<file path="src/rtl/alu_rr_scheduler_if.sv">
// Requester-side handshake bundle for alu_rr_scheduler.
// master: requesters (req_valid/a/b/op, rsp_ready); slave: scheduler.
interface alu_rr_scheduler_if #(
  parameter int N       = 32,
  parameter int NUM_REQ = 4
);
  logic [NUM_REQ-1:0]   req_valid;
  logic [NUM_REQ-1:0]   req_ready;
  logic [NUM_REQ*N-1:0] req_a;
  logic [NUM_REQ*N-1:0] req_b;
  logic [NUM_REQ*2-1:0] req_op;
  logic [NUM_REQ-1:0]   rsp_valid;
  logic [NUM_REQ-1:0]   rsp_ready;
  logic [N-1:0]         rsp_result;
  logic [3:0]           rsp_flags;

  modport master (
    output req_valid,
    output req_a,
    output req_b,
    output req_op,
    output rsp_ready,
    input  req_ready,
    input  rsp_valid,
    input  rsp_result,
    input  rsp_flags
  );

  modport slave (
    input  req_valid,
    input  req_a,
    input  req_b,
    input  req_op,
    input  rsp_ready,
    output req_ready,
    output rsp_valid,
    output rsp_result,
    output rsp_flags
  );
endinterface

</file>
<file path="src/rtl/alu_rr_scheduler.sv">
// Round-robin share of one registered ALU among NUM_REQ requesters.
// Ports: clk, reset (sync, high), bus (req/rsp handshakes), alu_* (to/from alu), busy.
module alu_rr_scheduler #(
  parameter int N       = 32,
  parameter int NUM_REQ = 4
) (
  input  logic                  clk,
  input  logic                  reset,
  alu_rr_scheduler_if.slave     bus,
  output logic [N-1:0]          alu_a,
  output logic [N-1:0]          alu_b,
  output logic [1:0]            alu_op,
  input  logic [N-1:0]          alu_result,
  input  logic [3:0]            alu_flags,
  output logic                  busy
);
  localparam int W = $clog2(NUM_REQ);
  localparam logic [W:0] NR = (W+1)'(NUM_REQ);

  typedef enum logic [1:0] {
    IDLE,
    EXEC,
    CAPT,
    RESP
  } state_t;

  state_t state, state_nx;

  logic [W-1:0] ptr;
  logic [W-1:0] gnt;
  logic [W-1:0] sel;
  logic [W-1:0] ptr_nx;
  logic [W:0]   sum;
  logic [W:0]   inc;
  logic         found;
  logic         accept;

  logic [N-1:0] a_q;
  logic [N-1:0] b_q;
  logic [1:0]   op_q;
  logic [N-1:0] res_q;
  logic [3:0]   flg_q;

  logic [N-1:0] a_sel;
  logic [N-1:0] b_sel;
  logic [1:0]   op_sel;

  // First valid port at or after ptr, wrapping.
  always_comb begin
    found = 1'b0;
    sel   = ptr;
    sum   = '0;
    for (int k = 0; k < NUM_REQ; k++) begin
      sum = {1'b0, ptr} + (W+1)'(k);
      if (sum >= NR) sum = sum - NR;
      if (!found && bus.req_valid[sum[W-1:0]]) begin
        found = 1'b1;
        sel   = sum[W-1:0];
      end
    end
  end

  always_comb begin
    inc    = {1'b0, sel} + 1'b1;
    ptr_nx = (inc == NR) ? '0 : inc[W-1:0];
  end

  always_comb begin
    a_sel  = '0;
    b_sel  = '0;
    op_sel = '0;
    for (int i = 0; i < NUM_REQ; i++) begin
      if (sel == W'(i)) begin
        a_sel  = bus.req_a[i*N +: N];
        b_sel  = bus.req_b[i*N +: N];
        op_sel = bus.req_op[i*2 +: 2];
      end
    end
  end

  assign accept = (state == IDLE) && found;

  always_comb begin
    state_nx      = state;
    bus.req_ready = '0;
    bus.rsp_valid = '0;
    busy          = 1'b0;
    unique case (state)
      IDLE: begin
        if (found) state_nx = EXEC;
        if (found && !reset) bus.req_ready[sel] = 1'b1;
      end
      EXEC: begin
        state_nx = CAPT;
        busy     = !reset;
      end
      CAPT: begin
        state_nx = RESP;
        busy     = !reset;
      end
      RESP: begin
        busy = !reset;
        if (!reset) bus.rsp_valid[gnt] = 1'b1;
        if (bus.rsp_ready[gnt]) state_nx = IDLE;
      end
      default: state_nx = IDLE;
    endcase
  end

  always_ff @(posedge clk) begin
    if (reset) begin
      state <= IDLE;
      ptr   <= '0;
      gnt   <= '0;
      a_q   <= '0;
      b_q   <= '0;
      op_q  <= '0;
      res_q <= '0;
      flg_q <= '0;
    end else begin
      state <= state_nx;
      if (accept) begin
        a_q  <= a_sel;
        b_q  <= b_sel;
        op_q <= op_sel;
        gnt  <= sel;
        ptr  <= ptr_nx;
      end
      if (state == CAPT) begin
        res_q <= alu_result;
        flg_q <= alu_flags;
      end
    end
  end

  // Operands hold after EXEC until the next accept.
  assign alu_a          = a_q;
  assign alu_b          = b_q;
  assign alu_op         = op_q;
  assign bus.rsp_result = res_q;
  assign bus.rsp_flags  = flg_q;
endmodule

</file>
<file path="src/flat_wrapper.sv">
// flat-port wrapper written by rule: the top's interface ports become plain ports
module alu_rr_scheduler_flat 
#(
  parameter int N       = 32,
  parameter int NUM_REQ = 4
)
  (clk, reset, alu_a, alu_b, alu_op, alu_result, alu_flags, busy, bus_req_valid, bus_req_a, bus_req_b, bus_req_op, bus_rsp_ready, bus_req_ready, bus_rsp_valid, bus_rsp_result, bus_rsp_flags);
  alu_rr_scheduler_if #(.N(N), .NUM_REQ(NUM_REQ)) bus_i ();
  input  logic clk;
  input  logic reset;
  output logic [N-1:0] alu_a;
  output logic [N-1:0] alu_b;
  output logic [1:0] alu_op;
  input  logic [N-1:0] alu_result;
  input  logic [3:0] alu_flags;
  output logic busy;
  input wire logic [$bits(bus_i.req_valid)-1:0] bus_req_valid;
  input wire logic [$bits(bus_i.req_a)-1:0] bus_req_a;
  input wire logic [$bits(bus_i.req_b)-1:0] bus_req_b;
  input wire logic [$bits(bus_i.req_op)-1:0] bus_req_op;
  input wire logic [$bits(bus_i.rsp_ready)-1:0] bus_rsp_ready;
  output wire logic [$bits(bus_i.req_ready)-1:0] bus_req_ready;
  output wire logic [$bits(bus_i.rsp_valid)-1:0] bus_rsp_valid;
  output wire logic [$bits(bus_i.rsp_result)-1:0] bus_rsp_result;
  output wire logic [$bits(bus_i.rsp_flags)-1:0] bus_rsp_flags;
  assign bus_i.req_valid = bus_req_valid;
  assign bus_i.req_a = bus_req_a;
  assign bus_i.req_b = bus_req_b;
  assign bus_i.req_op = bus_req_op;
  assign bus_i.rsp_ready = bus_rsp_ready;
  assign bus_req_ready = bus_i.req_ready;
  assign bus_rsp_valid = bus_i.rsp_valid;
  assign bus_rsp_result = bus_i.rsp_result;
  assign bus_rsp_flags = bus_i.rsp_flags;
  alu_rr_scheduler #(.N(N), .NUM_REQ(NUM_REQ)) u_core (.clk(clk), .reset(reset), .bus(bus_i), .alu_a(alu_a), .alu_b(alu_b), .alu_op(alu_op), .alu_result(alu_result), .alu_flags(alu_flags), .busy(busy));
endmodule
</file>
<file path="config.mk">
export PLATFORM = sky130hd
export DESIGN_NAME = alu_rr_scheduler_flat
export DESIGN_NICKNAME = d
export VERILOG_FILES = /design/src/rtl/alu_rr_scheduler_if.sv /design/src/rtl/alu_rr_scheduler.sv /design/src/flat_wrapper.sv
export SDC_FILE = /design/constraint.sdc
export NUM_CORES = 1
export LEC_CHECK = 0
export ABC_CLOCK_PERIOD_IN_PS = 3900
export CAP_MARGIN = 15
export CORE_AREA = 5 5 160 162
export CTS_BUF_LIST = sky130_fd_sc_hd__clkbuf_2 sky130_fd_sc_hd__clkbuf_4 sky130_fd_sc_hd__clkbuf_8
export CTS_CLUSTER_SIZE = 16
export DETAILED_ROUTE_END_ITERATION = 6
export DIE_AREA = 0 0 165 167
export MAX_ROUTING_LAYER = met4
export PLACE_DENSITY = 0.7
export SYNTH_ARGS = -nofsm -noshare
export SYNTH_HDL_FRONTEND = slang
export SYNTH_SLANG_ARGS = --single-unit
</file>
<file path="constraint.sdc">
create_clock -name clk -period 3.9 [get_ports clk]
set_input_delay 0.78 -clock clk [delete_from_list [all_inputs] [get_ports clk]]
set_output_delay 0.78 -clock clk [all_outputs]
set_load 0.005 [all_outputs]
</file>
==> flow_metrics.py, run 1 <==
metrics = {
    "critical_path": {
        "reg2reg_from": "u_core.ptr[0]",
        "crit_path_end_kind": "output pin",
        "cp-startpoint": "bus_req_valid[0]",
        "cp.required_ns": 3.12,
        "arrival_ns": 2.96,
        "r2r_slack_ns": 1.13,
        "cp-start-kind": "input pin",
        "path_class": "input pin to output pin",
        "path_max_fanout": 6,
    },
    "timing": {
        "skew_ns": 0.02473,
        "worst_slew_pin_slew_ns": 0.9864,
        "period_share": 0.9595,
        "period_needed_ns": 3.742,
        "fmax_mhz": 267.2,
        "setup_viol": 0,
        "finalSetupTns_ns": 0,
        "slew-limit-headroom": 0.3424,
        "whs_ns": 0.4945,
        "finalHoldViolCount": 0,
        "slew_viol_final": 0,
        "rsz0062_at_grt": "false",
    },
    "route": {
        "vias": 7240,
        "ant_nets": 0,
        "firstDrtPassIters": 5,
        "initialDrtViolationCount": 316,
        "wl_per_cell_um": 18.33,
        "wl_mm": 27.08,
        "viasPerCell": 4.902,
        "drcViolationCount": 0,
    },
    "placement": {
        "gp_congestion": 0.9014,
        "dpl.hpwl_mm": 20.15,
        "dp_cells": 1459,
        "numPortBuffers": 420,
    },
    "clocking": {
        "tritoncts": "built",
        "clkTransAtPathRegs_ns": 0.11,
        "cts_buffers": 9,
        "cts_resized": 0,
        "clkSinkCount": 108,
        "htreeDepth": 3,
        "cts_setup_buffers": 0,
        "cts.path.max_buffers": 2,
        "cts_hold_buffers": 0,
        "root_buffer": "clkbuf_8",
        "clock_latency_ns": 0.40,
    },
    "floorplanning": {
        "row_count": 57,
        "io_pins": 421,
        "die_w_um": 165,
        "die_h_um": 167,
        "core_area_sq_um": 23960,
        "dieArea_sq_um": 27560,
        "start_util": 0.2675,
    },
    "logic_synthesis": {
        "seq_area_frac_synth": 0.3372,
        "avgSynthCellArea_sq_um": 8.177,
        "synthCells": 784,
        "synth_top_cell_by_area": "dfxtp_1",
        "synth_top_area_share": 0.3372,
        "synth_most_common_cell": "dfxtp_1",
        "synth.distinct_cells": 35,
        "synth_ff_type": "dfxtp_1",
        "synth_edf_count": 0,
        "yosys-top-cells-area": "dfxtp_1 (34%), a221oi_1 (9.0%), nand3b_1 (7.7%)",
        "netlist_area_sq_um": 6411,
        "netlist_top_cells_count": "dfxtp_1 (108), nor2_1 (106), inv_1 (73)",
        "synth_nets": 1101,
        "yosysWarnings": 0,
        "async_flop_share": 0,
        "ys_ff_latch": 108,
    },
    "global_route": {
        "grt_antenna_before_repair": 1,
        "overflow": 0,
        "grt_pass1_wl_mm": 39.96,
        "first_global_vias": 7051,
        "grt_start_max_net_pins": 133,
        "track_usage": 0.1891,
    },
    "pwr": {
        "leakage_nw": 4.036,
        "vdd_drop_max_v": 0.0006333,
        "power_density_nw_per_um2": 664.5,
    },
    "cells_and_area": {
        "finalNetCount": 1464,
        "postLayoutCoreUtil": 0.4619,
        "drive_gt1_frac": 0.07031,
        "area_growth_pct": 72.66,
        "final_cells": 1477,
    },
    "status": {
        "outcome": "finished clean",
    },
    "hold_path": {
        "hp-start": "u_core.alu_a[17]",
        "worstHoldPathType": "flop to flop",
    },
    "job": {
        "drv_cap": 0,
    },
}
-- area by class of cell --
| class | count | area [sq um] |
|---|---|---|
| clock inverters | 7 | 88.84 |
| well taps | 324 | 405.4 |
| clock buffers | 9 | 123.9 |
| repair buffers | 436 | 4404 |
| multi-input cells | 519 | 3608 |
| diodes | 1 | 2.502 |
| inverters | 73 | 274.0 |
| fillers | 2385 | 12890 |
| flip-flops and latches | 108 | 2162 |
-- kinds of logic (layout without fill, tap and decap cells) --
group	after synthesis	after routing	share of synthesized area
AND/OR/NAND/NOR	260	260	0.2289
AO/OA/AOI/OAI	213	213	0.2500
buffers and inverters	157	525	0.1089
flip-flops	108	108	0.3372
multiplexers	39	39	0.06128
adder cells (fa/ha/maj)	7	7	0.01366
other	0	1	0
-- power by group --
| part | internal [W] | leakage (nW) | total (W) | switching [W] |
|---|---|---|---|---|
| registers | 0.00155 | 0.890 | 0.00180 | 0.000245 |
| logic | 0.00238 | 3.04 | 0.00482 | 0.00244 |
| clock network | 0.000262 | 0.106 | 0.000739 | 0.000477 |
| total | 0.00420 | 4.04 | 0.00736 | 0.00316 |
-- worst max-delay path, cell delays in order --
cell	delay, ns
clkdlybuf4s50_1	0.50
o311ai_0	0.36
o211a_1	0.38
inv_1	0.15
ha_2	0.22
and2_1	0.13
clkdlybuf4s50_1	0.44
-- worst paths after layout --
kind,to,depth (start not counted)
max,bus_req_ready[0],7
min reg2reg,u_core.alu_a[17],2
max reg2reg,u_core.alu_a[16],11
min,u_core.alu_a[17],2
-- state kept, by name, indices dropped and copies added, names as in the netlist --
signal / count
u_core.bus.rsp_flags: 4
u_core.ptr: 2
u_core.alu_a: 32
u_core.state: 2
u_core.alu_op: 2
u_core.bus.rsp_result: 32
u_core.gnt: 2
u_core.alu_b: 32
-- through the flow --
step / cell area [sq um] / setup WS [ns] / total power (W)
floorplan: 6411 / 0.8187 / 0.004764
global placement: 10830 / 0.1567 / 0.006628
detailed placement: 10830 / 0.1617 / 0.006689
CTS: 11040 / 0.1552 / 0.007454
global route: 11070 / 0.08870 / 0.007978
finish: 11070 / 0.1581 / 0.007355
-- cells in the final DEF, fill, tap and decap left out, types with 2 or more instances in the layout --
cell | Yosys | layout
inv_8 | 0 | 2
nand2_1 | 3 | 3
nor2b_1 | 3 | 2
buf_12 | 3 | 5
nand3b_1 | 66 | 66
buf_4 | 10 | 11
nor2_1 | 106 | 106
inv_1 | 73 | 73
nor3_1 | 49 | 49
ha_2 | 0 | 2
a221oi_1 | 66 | 66
dfxtp_1 | 108 | 108
ha_4 | 0 | 3
mux2i_1 | 37 | 37
a211oi_1 | 50 | 50
mux2_2 | 2 | 2
nor3_2 | 19 | 19
clkdlybuf4s50_1 | 0 | 419
and2_1 | 4 | 4
clkbuf_8 | 0 | 9
ha_1 | 7 | 2
nand2b_1 | 4 | 3
a21o_1 | 2 | 2
clkinv_8 | 0 | 3
a21oi_1 | 69 | 69
a211oi_2 | 19 | 19
nor4bb_1 | 2 | 2
-- routing by layer --
metal  GRT usage  part of all wire  up-vias  routed length (um)
li1            -                 -     3550                   -
met1      0.2211              0.40     3357               10850
met2      0.3198              0.49      300               13400
met3     0.04968             0.083       33                2259
met4     0.05099             0.021        0                 569
met5           -                 0        -                   0
(Power assumes the default switching activity.)
==> run 2, diff against run 1 <==
--- a/config.mk
+++ b/config.mk
@@ -12,8 +12,9 @@
 export CTS_CLUSTER_SIZE = 16
 export DETAILED_ROUTE_END_ITERATION = 6
 export DIE_AREA = 0 0 165 167
+export DONT_BUFFER_PORTS = 1
 export MAX_ROUTING_LAYER = met4
-export PLACE_DENSITY = 0.7
+export PLACE_DENSITY = 0.47
 export SYNTH_ARGS = -nofsm -noshare
 export SYNTH_HDL_FRONTEND = slang
 export SYNTH_SLANG_ARGS = --single-unit
==> run 2 against run 1 <==
Effect of this change:
- total power is 14% lower
- routed wire length is 13% lower
- critical path type is now flop to output pin
- register-to-register slack better by 0.02 ns
- count of clock-buffer cells in the layout stayed put
- first-iteration DRC count is 21% higher
- critical path depth is 1 lower
- sequential cell count stayed put
- critical endpoint is now bus_req_ready[1]
- largest cell class is now multi-input combinational cells
==> flow_metrics.py, run 2 (synthesis gave the netlist of run 1 again) <==
metrics = {
    "cells_and_area": {
        "seq_area_sq_um": 2162,
        "drive_gt1_frac": 0.1141,
        "finalNetCount": 1048,
        "final_cell_mix": "dfxtp_1 (108), nor2_1 (106), inv_1 (73), a21oi_1 (69)",
        "final_cells": 1062,
        "area_growth_pct": 7.319,
        "multi_input_area_sq_um": 3608,
        "final_common_cell": "dfxtp_1",
        "fillerInstances": 2615,
    },
    "critical_path": {
        "cp.required_ns": 3.12,
        "path_max_fanout": 58,
        "reg2reg_depth": 10,
        "r2r_slack_ns": 1.15,
        "arrival_ns": 2.45,
        "r2r_end": "u_core.alu_a[3]",
        "cp-start-kind": "flop",
        "reg2reg_from": "u_core.ptr[1]",
        "crit_path_end_kind": "output pin",
        "path_class": "flop to output pin",
    },
    "pwr": {
        "intPower_w": 0.003323,
        "vdd_drop_max_v": 0.0003736,
        "p_seq_frac": 0.312,
        "leakage_nw": 2.448,
        "clock_power_share": 0.117,
        "power_frac_comb": 0.570,
        "power_density_nw_per_um2": 918.5,
        "swShare": 0.4741,
        "p_sw_w": 0.002996,
    },
    "placement": {
        "dp_cells": 1044,
        "dpl.hpwl_mm": 17.47,
        "gp_congestion": 0.8784,
        "numPortBuffers": 0,
    },
    "job": {
        "drv_cap": 0,
    },
    "timing": {
        "slew-limit-headroom": 0.2589,
        "skew_ns": 0.02075,
        "rsz0062_at_grt": "false",
        "slew_viol_final": 0,
        "fmax_mhz": 309.4,
        "finalSetupTns_ns": 0,
        "finalHoldViolCount": 0,
        "period_needed_ns": 3.232,
        "setup_viol": 0,
        "worst_slew_pin_slew_ns": 1.112,
        "period_share": 0.8288,
    },
    "route": {
        "wl_mm": 23.63,
        "firstDrtPassIters": 4,
        "initialDrtViolationCount": 382,
        "ant_nets": 0,
        "vias": 5738,
        "drcViolationCount": 0,
        "viasPerCell": 5.403,
        "wl_per_cell_um": 22.25,
    },
    "global_route": {
        "grt_antenna_before_repair": 2,
        "overflow": 0,
        "grt_start_max_net_pins": 116,
        "track_usage": 0.1636,
        "grt_pass1_wl_mm": 34.40,
        "first_global_vias": 5810,
    },
    "status": {
        "outcome": "finished clean",
    },
    "floorplanning": {
        "start_util": 0.2675,
        "row_count": 57,
        "io_pins": 421,
        "core_area_sq_um": 23960,
        "die_w_um": 165,
        "die_h_um": 167,
        "dieArea_sq_um": 27560,
    },
    "clocking": {
        "tritoncts": "built",
        "cts.path.max_buffers": 2,
        "clkTransAtPathRegs_ns": 0.11,
        "htreeDepth": 3,
        "cts_resized": 0,
        "clock_latency_ns": 0.39,
        "clkSinkCount": 108,
        "cts_setup_buffers": 0,
        "root_buffer": "clkbuf_8",
        "cts_buffers": 9,
        "cts_hold_buffers": 0,
    },
    "hold_path": {
        "hp-start": "reset",
        "whs_path_depth": 1,
        "whs_endpoint": "u_core.bus.rsp_result[8]",
        "worstHoldPathType": "input pin to flop",
    },
}
[run 2: cell count changes in the layout (fill, tap and decap cells not counted), sizes merged]
cell	before	now
buf	17	20
clkdlybuf4s50	419	0
diode	1	2
[run 2: worst max-delay path: stages (launching register included)]
cell,delay [ns]
dfxtp_1,0.37
inv_1,0.07
o311ai_0,0.37
o211a_1,0.37
ha_4,0.41
buf_12,0.27
and2_1,0.19
[run 2: how the worst max path moves through the flow]
stage,endpoint,cells after the start,from
finish,bus_req_ready[1],6,u_core.ptr[0]
global route,bus_req_ready[1],6,u_core.ptr[0]
CTS,bus_req_ready[1],6,u_core.ptr[0]
detailed placement,bus_req_ready[1],6,bus_req_valid[2]
global placement,bus_req_ready[1],6,bus_req_valid[2]
floorplan,bus_req_ready[3],7,bus_req_valid[0]
[run 2: through the flow]
step	util	worst slack (ns)	hold WS [ns]	area (sq um)	power, W
final	0.2871	0.6677	0.4577	6880	0.006320
after global routing	0.2871	0.4405	0.3927	6880	0.006897
after CTS	0.2869	0.5973	0.4099	6875	0.006420
after detailed placement	0.2780	0.6897	0.5038	6663	0.005647
after global placement	0.2780	0.7274	0.5022	6663	0.005612
after floorplan	-	0.8187	0.4842	6411	0.004764
[run 2: area by class of cell]
type | instances | share of cell area
inverter | 73 | 0.03983
tap | 324 | 0.05892
multi-input combinational | 519 | 0.5245
timing repair buffer | 20 | 0.03091
clock inverter | 7 | 0.01291
antenna | 2 | 0.0007274
sequential | 108 | 0.3142
clock buffer | 9 | 0.01800
[run 2: power groups by stage]
| stage | Clock [W] | Combinational, W | Sequential (W) |
|---|---|---|---|
| after floorplan | 0 | 0.00293 | 0.00183 |
| final | 0.000741 | 0.00360 | 0.00197 |
| after global placement | 0 | 0.00359 | 0.00203 |
| after CTS | 0.000787 | 0.00364 | 0.00200 |
| after global routing | 0.000828 | 0.00403 | 0.00204 |
| after detailed placement | 0 | 0.00363 | 0.00202 |
[run 2: layer usage]
layer	global-route usage	wire [um]	vias to the layer above
met2	0.2623	11360	291
met3	0.05314	2270	31
met4	0.05063	514	0
li1	-	-	2722
met5	-	0	-
met1	0.1944	9484	2694
==> run 3, diff against run 2 <==
--- a/config.mk
+++ b/config.mk
@@ -5,7 +5,7 @@
 export SDC_FILE = /design/constraint.sdc
 export NUM_CORES = 1
 export LEC_CHECK = 0
-export ABC_CLOCK_PERIOD_IN_PS = 3900
+export ABC_CLOCK_PERIOD_IN_PS = 2800
 export CAP_MARGIN = 15
 export CORE_AREA = 5 5 160 162
 export CTS_BUF_LIST = sky130_fd_sc_hd__clkbuf_2 sky130_fd_sc_hd__clkbuf_4 sky130_fd_sc_hd__clkbuf_8
@@ -14,7 +14,7 @@
 export DIE_AREA = 0 0 165 167
 export DONT_BUFFER_PORTS = 1
 export MAX_ROUTING_LAYER = met4
-export PLACE_DENSITY = 0.47
+export PLACE_DENSITY = 0.49
 export SYNTH_ARGS = -nofsm -noshare
 export SYNTH_HDL_FRONTEND = slang
 export SYNTH_SLANG_ARGS = --single-unit
==> constraint.sdc (replaced) <==
create_clock -name clk -period 2.8 [get_ports clk]
set_input_delay 0.56 -clock clk [delete_from_list [all_inputs] [get_ports clk]]
set_output_delay 0.56 -clock clk [all_outputs]
set_load 0.005 [all_outputs]
==> run 3 against run 2 <==
Effect of this change:
- setup slack worse by 0.49 ns
- clock power is 35% higher
- sequential share of layout area fell by 0.60 points
- sequential cell count unchanged
- first-iteration DRC count up 12%
- sequential power increased by 41%
- global-route usage is 0.063 points higher
- largest cell class unchanged
- die area is the same
==> flow_metrics.py, run 3 (synthesis gave the netlist of run 1 again) <==
metrics = {
    "floorplanning": {
        "die_h_um": 167,
        "row_count": 57,
        "die_w_um": 165,
        "core_area_sq_um": 23960,
        "start_util": 0.2675,
        "dieArea_sq_um": 27560,
        "io_pins": 421,
    },
    "clocking": {
        "tritoncts": "built",
        "clkTransAtPathRegs_ns": 0.11,
        "clkSinkCount": 108,
        "htreeDepth": 3,
        "root_buffer": "clkbuf_8",
        "cts.path.max_buffers": 2,
        "cts_buffers": 9,
        "clock_latency_ns": 0.39,
    },
    "timing": {
        "worst_slack_ns": 0.1780,
        "period_needed_ns": 2.622,
        "setup_viol": 0,
        "worst_slew_pin_slew_ns": 0.8401,
        "whs_ns": 0.2440,
        "finalHoldViolCount": 0,
        "slew-limit-headroom": 0.4388,
        "slew_viol_final": 0,
        "finalSetupTns_ns": 0,
        "period_share": 0.9364,
        "fmax_mhz": 381.4,
        "skew_ns": 0.01784,
        "rsz0062_at_grt": "false",
    },
    "critical_path": {
        "arrival_ns": 2.06,
        "cpMaxStageDelayCell": "dfxtp_2",
        "critical_path_cell_count": 7,
        "cp.required_ns": 2.24,
        "path_class": "flop to output pin",
        "cp-startpoint": "u_core.ptr[0]",
        "worst-path-buf-inv": 3,
        "cp-start-kind": "flop",
        "cpPeakStageDelay_ns": 0.36,
        "crit_path_end": "bus_req_ready[0]",
        "crit_path_end_kind": "output pin",
        "reg2reg_depth": 12,
        "r2r_end": "u_core.alu_b[0]",
        "path_common_cell": "inv_1",
        "path_delay_family": "compound AO/OA/AOI/OAI gates",
        "r2r_slack_ns": 0.23,
        "path_max_fanout": 24,
        "path_cells": "inv_1, o311ai_1, o211a_1, inv_1, ha_2, buf_12, and2_1",
        "reg2reg_from": "u_core.ptr[1]",
    },
    "global_route": {
        "first_global_vias": 5838,
        "grt_start_max_net_pins": 116,
        "overflow": 0,
        "grt_antenna_before_repair": 0,
        "track_usage": 0.1642,
        "grt_pass1_wl_mm": 34.65,
    },
    "cells_and_area": {
        "seq_area_sq_um": 2163,
        "fillerInstances": 2638,
        "drive_gt1_frac": 0.1263,
        "final_common_cell": "dfxtp_1",
        "area_growth_pct": 9.465,
        "postLayoutCoreUtil": 0.2929,
        "antenna_cells": 0,
        "multi_input_area_sq_um": 3615,
        "final_cell_mix": "dfxtp_1 (107), nor2_1 (106), inv_1 (73), a21oi_1 (69), nand3b_1 (66)",
        "finalNetCount": 1056,
    },
    "hold_path": {
        "worstHoldPathType": "input pin to flop",
    },
    "pwr": {
        "power_density_nw_per_um2": 1280,
        "vdd_drop_max_v": 0.0005437,
        "leakage_nw": 2.513,
    },
    "placement": {
        "numPortBuffers": 0,
        "gp_congestion": 0.8921,
        "pre_cts_ws_ns": 0.03902,
        "dpl.hpwl_mm": 17.15,
    },
    "route": {
        "wl_mm": 23.77,
        "firstDrtPassIters": 5,
        "drcViolationCount": 0,
        "ant_nets": 0,
        "viasPerCell": 5.484,
        "initialDrtViolationCount": 429,
        "vias": 5857,
        "wl_per_cell_um": 22.26,
    },
    "job": {
        "drv_cap": 0,
    },
    "status": {
        "outcome": "finished clean",
    },
}
## run 3: cell types whose count changed in the layout (fill, tap and decap cells not counted), sizes merged
cell    delta
clkinv     +1
diode      -2
clkbuf     +1
inv        -1
buf        +7
## run 3: cell type report
cell class	instances	share of cell area
Clock buffer	9	0.01765
Clock inverter	7	0.01195
Inverter	73	0.03904
Multi-Input combinational cell	519	0.5151
Sequential cell	108	0.3083
Tap cell	324	0.05776
Timing Repair Buffer	28	0.05028
## run 3: how the worst min path moves through the flow
stage / end / cells after the start / startpoint / slack, ns
CTS: u_core.bus.rsp_result[23] / 1 / reset / 0.20
global route: u_core.bus.rsp_result[23] / 1 / reset / 0.19
global placement: u_core.ptr[1] / 2 / u_core.ptr[1] / 0.50
finish: u_core.bus.rsp_result[13] / 1 / reset / 0.24
detailed placement: u_core.alu_a[6] / 2 / u_core.alu_a[6] / 0.50
floorplan: u_core.alu_a[10] / 2 / u_core.alu_a[10] / 0.48
## run 3: metrics by stage
stage	std cells	area (sq um)	power [W]
2_1_floorplan	784	6411	0.006635
3_3_place_gp	1045	6733	0.007900
3_5_place_dp	1045	6733	0.007937
4_1_cts	1063	6955	0.008998
5_1_grt	1068	7018	0.009793
6_report	1068	7018	0.008983
## run 3: where the power goes
part	switching, W	internal [W]	leakage, nW
Clock	0.000642	0.000357	0.103
Sequential	0.000601	0.00217	0.891
Combinational	0.00298	0.00224	1.52
Total	0.00422	0.00476	2.51
## run 3: metal layers
| layer | track usage | wire length [um] | vias to the layer above |
|---|---|---|---|
| met4 | 0.04557 | 389 | 0 |
| met3 | 0.04770 | 2177 | 29 |
| met1 | 0.1923 | 9225 | 2765 |
| met2 | 0.2733 | 11980 | 320 |
| li1 | - | - | 2743 |
| met5 | - | 0 | - |
## run 3: repair_timing
item / CTS / global route
setup buffers: 2 / 4
hold buffers: 0 / 0
gates resized for setup: 0 / 3
gates cloned: 0 / 1
pin swaps: 1 / 2
endpoints found under the setup margin: 2 / 7
endpoints found under the hold margin: 0 / 0
## run 3: worst reg2reg max path: cells and delay by family, from the launching register on
kind,cells,cell delay (ns)
buffers and inverters,4,0.74
AOI/OAI and AO/OA,5,0.87
DFF,1,0.43
and+or+nand+nor,2,0.26
adders and majority gates,1,0.20
==> edit 1, RTL diff (settings of run 2) <==
`NUM_REQ` is set to 4 in 3 places; all go to 2.
--- a/src/rtl/alu_rr_scheduler_if.sv
+++ b/src/rtl/alu_rr_scheduler_if.sv
@@ -2,7 +2,7 @@
 // master: requesters (req_valid/a/b/op, rsp_ready); slave: scheduler.
 interface alu_rr_scheduler_if #(
   parameter int N       = 32,
-  parameter int NUM_REQ = 4
+  parameter int NUM_REQ = 2
 );
   logic [NUM_REQ-1:0]   req_valid;
   logic [NUM_REQ-1:0]   req_ready;
--- a/src/rtl/alu_rr_scheduler.sv
+++ b/src/rtl/alu_rr_scheduler.sv
@@ -2,7 +2,7 @@
 // Ports: clk, reset (sync, high), bus (req/rsp handshakes), alu_* (to/from alu), busy.
 module alu_rr_scheduler #(
   parameter int N       = 32,
-  parameter int NUM_REQ = 4
+  parameter int NUM_REQ = 2
 ) (
   input  logic                  clk,
   input  logic                  reset,
--- a/src/flat_wrapper.sv
+++ b/src/flat_wrapper.sv
@@ -2,7 +2,7 @@
 module alu_rr_scheduler_flat 
 #(
   parameter int N       = 32,
-  parameter int NUM_REQ = 4
+  parameter int NUM_REQ = 2
 )
   (clk, reset, alu_a, alu_b, alu_op, alu_result, alu_flags, busy, bus_req_valid, bus_req_a, bus_req_b, bus_req_op, bus_rsp_ready, bus_req_ready, bus_rsp_valid, bus_rsp_result, bus_rsp_flags);
   alu_rr_scheduler_if #(.N(N), .NUM_REQ(NUM_REQ)) bus_i ();
Interface: changed (7 resized); port bits go from 421 to 281. The function was not compared with the original's and may differ.
==> edit 1 against run 2 <==
  * Sequential cell count fell by 2
  * Final area fell by 34%
  * Global-route usage fell by 7.3 points
  * Area after synthesis fell by 35%
  * Register-to-register slack improved by 0.56 ns
  * Power fell by 51%
  * Routed wire length fell by 46%
  * Setup slack gained 0.56 ns
  * Highest routed layer unchanged
==> edit 1: results <==
logic_synthesis:
  yosysUniqueCellTypes: 26
  seq_area_frac_synth_pct: 51.1
  avgSynthCellArea_um2: 11.0
  ys_async_sr_fraction_pct: 0
  syn_nets: 556
  ys_top_cells_by_area: "dfxtp_1 (51%), a221o_1 (9.9%), mux2i_1 (9.2%), and3_1 (6.2%), a32oi_1 (5.3%)"
  synth_commonest_cells: "dfxtp_1 (106), a221o_1 (41), and3_1 (41)"
grt:
  grt_pass1_vias: 3172
  grt_max_degree: 51
  antenna_found_initial: 0
  grt_pass1_wl_um: 18700
  grt_usage_pct: 9.08
placement:
  postPlaceCellArea_um2: 4390
  place_ws_ns: 1.39
  io_buffers: 0
  dp_hpwl_um: 9490
  gp_congestion: 0.759
  place_inst: 665
cells_and_area:
  antenna_cells: 0
  drive_gt1_share_pct: 7.00
  fillers: 2640
  finalNonFillerCells: 681
  final_nets: 530
sta:
  fin_skew_ns: 0.0104
  max-slew-margin-rel_pct: 26.0
  hold_ws_ns: 0.467
routing:
  num_vias: 3037
  drtIter0Drc: 195
  drcViolationCount: 0
  post_drt_wl_per_cell_um: 18.8
  dr.pass1.iters: 5
cts:
  ctsResizeCount: 0
  clk_latency_ns: 0.37
  clkTransAtPathRegs_ns: 0.10
  clockRootBuffer: "clkbuf_8"
  cts_max_level: 3
critical_path:
  rrSetupSlack_ns: 1.71
  r2r-start: "u_core.state[1]$_SDFFE_PP0P_"
  cpPeakStageDelay_ns: 0.34
  rr_worst_depth: 6
  crit_start: "u_core.state[0]$_SDFFE_PP0P_"
  crit_family: "buffers and inverters"
  r2r-end: "u_core.alu_b[20]$_SDFFE_PP0P_"
  slowest_stage: "buf_4"
  crit_fanout: 42
power:
  p_leak_nw: 1.67
  irDropWorstVdd_uv: 149
worst_hold_path:
  holdPathStages: 1
  min_from: "reset"
  hold_class: "primary input to flop"
  holdPathEnd: "u_core.bus.rsp_result[2]$_SDFFE_PP0N_"
run_status:
  status: "finished, final reports clean"
[edit 1: worst max-delay path by stage]
stage                     slack (ns)          endpoint  cells after the start
after global routing            1.01  bus_req_ready[0]                      5
after global placement          1.44  bus_req_ready[1]                      3
after CTS                       1.12  bus_req_ready[0]                      5
after detailed placement        1.39  bus_req_ready[1]                      3
after floorplan                 1.57  bus_req_ready[1]                      5
final                           1.22  bus_req_ready[0]                      5
[edit 1: layer usage]
layer	vias to the layer above	track usage (%)	wire, um
li1	1392	-	-
met1	1428	9.40	4710
met2	192	15.3	6600
met3	25	2.97	1180
met4	0	4.56	310
met5	-	-	0
[edit 1: kinds of logic (layout without fill, tap and decap cells)]
| logic type | Yosys count | in the layout | share of synthesized area (%) |
|---|---|---|---|
| AND/OR/NAND/NOR | 89 | 89 | 11.4 |
| buffers and inverters | 43 | 22 | 5.42 |
| multiplexers | 38 | 38 | 9.15 |
| adder cells (fa/ha/maj) | 4 | 4 | 1.20 |
| flip-flops | 106 | 106 | 51.1 |
| AO/OA/AOI/OAI | 98 | 98 | 21.8 |
[edit 1: area by class of cell]
class / instances / share of cell area (%)
sequential: 106 / 46.4
multi-input combinational: 229 / 39.9
tap: 324 / 8.87
timing repair buffer: 4 / 0.657
clock buffer: 12 / 3.34
inverter: 2 / 0.164
clock inverter: 4 / 0.602
[edit 1: metrics by stage]
step,power [mW],util (%)
6_report,3.11,19.1
5_1_grt,3.33,19.1
4_1_cts,3.19,19.1
3_5_place_dp,2.52,18.3
3_3_place_gp,2.47,18.3
2_1_floorplan,2.29,-
[edit 1: power breakdown]
part           internal, mW  switching [mW]  total (mW)
combinational         0.370           0.471       0.842
clock                 0.264           0.377       0.641
sequential             1.37           0.249        1.62
total                  2.01            1.10        3.11
==> edit 2, RTL diff (settings of run 2) <==
Made on the original files. The 4 states of `state_t` get a one-hot encoding in 4 bits.
--- a/src/rtl/alu_rr_scheduler.sv
+++ b/src/rtl/alu_rr_scheduler.sv
@@ -17,11 +17,11 @@
   localparam int W = $clog2(NUM_REQ);
   localparam logic [W:0] NR = (W+1)'(NUM_REQ);
 
-  typedef enum logic [1:0] {
-    IDLE,
-    EXEC,
-    CAPT,
-    RESP
+  typedef enum logic [3:0] {
+    IDLE = 4'b0001,
+    EXEC = 4'b0010,
+    CAPT = 4'b0100,
+    RESP = 4'b1000
   } state_t;
 
   state_t state, state_nx;
Check against the original RTL: no difference found for any inputs over 4 cycles, from zero or initial values and one cycle with reset high; so few cycles prove little.
==> edit 2 against run 2 <==
  * Routed wire length rose by 4.6%
  * Final area fell by 1.5%
  * The flow now finishes with violations (design-rule violations)
  * Die area did not move
  * Area after synthesis fell by 3.0%
  * Setup slack improved by 0.19 ns
  * Sequential share of layout area rose by 1.1 points
  * Sequential cell count rose by 2
Power is not compared: it rests on default switching activity, and its combinational part moved more than twofold at a synthesized area within 25%.
==> edit 2: results <==
sta:
  fin_skew_ns: 0.0295
  fmax_ghz: 0.328
logic_synthesis:
  synth_commonest_cells: "dfxtp_1 (110), a21oi_1 (107), nor2_1 (78)"
  netlist_instances: 830
  ys_ff_latch: 110
  syn_nets: 1144
  seq_area_frac_synth_pct: 35.4
  synth-xor-area-share_pct: 0.141
  synthAdderAreaFrac_pct: 0.805
run_status:
  status: "finished, violations left"
  violations: "design-rule violations"
routing:
  drtIter0Drc: 388
  dr.pass1.iters: 7
  post_drt_wl_per_cell_um: 22.2
  drcViolationCount: 3
  wl_um: 24700
grt:
  grt_pass1_wl_um: 35800
  grt_pass1_vias: 5877
critical_path:
  cp_data_arrival_time_ns: 2.27
  r2r-start: "u_core.ptr[0]$_SDFFE_PP0P_"
cells_and_area:
  antenna_cells: 4
  final-nonclk-buf-share_pct: 4.10
  multi_input_area_share_pct: 50.2
  clkCellAreaFrac_pct: 3.14
  fillers: 2634
  num-multi-input-gates: 562
placement:
  place_ws_ns: 0.656
  gp_congestion: 0.845
-- edit 2: cell types whose count changed after synthesis, moves of 28 or more --
| cell | before | now |
|---|---|---|
| a21oi_1 | 69 | 107 |
| mux2i_1 | 37 | 1 |
| nor2_1 | 106 | 78 |
| nand2_1 | 3 | 74 |
-- edit 2: worst max-delay path: stages --
cell	delay [ns]
inv_1	0.03
a22o_1	0.22
a211o_1	0.39
inv_1	0.19
ha_4	0.40
and2_1	0.25
-- edit 2: layer usage --
layer	wire length, um	track usage, %
met5	0	-
met4	191	3.83
met3	2440	5.41
met2	12300	27.5
met1	9760	20.8
-- edit 2: power by group through the flow --
stage	Clock, mW	Combinational (mW)	Sequential, mW
after floorplan	0	1.26	1.46
after global placement	0	1.62	1.56
after detailed placement	0	1.64	1.55
after CTS	0.814	1.64	1.53
after global routing	0.854	1.83	1.55
final	0.775	1.63	1.52
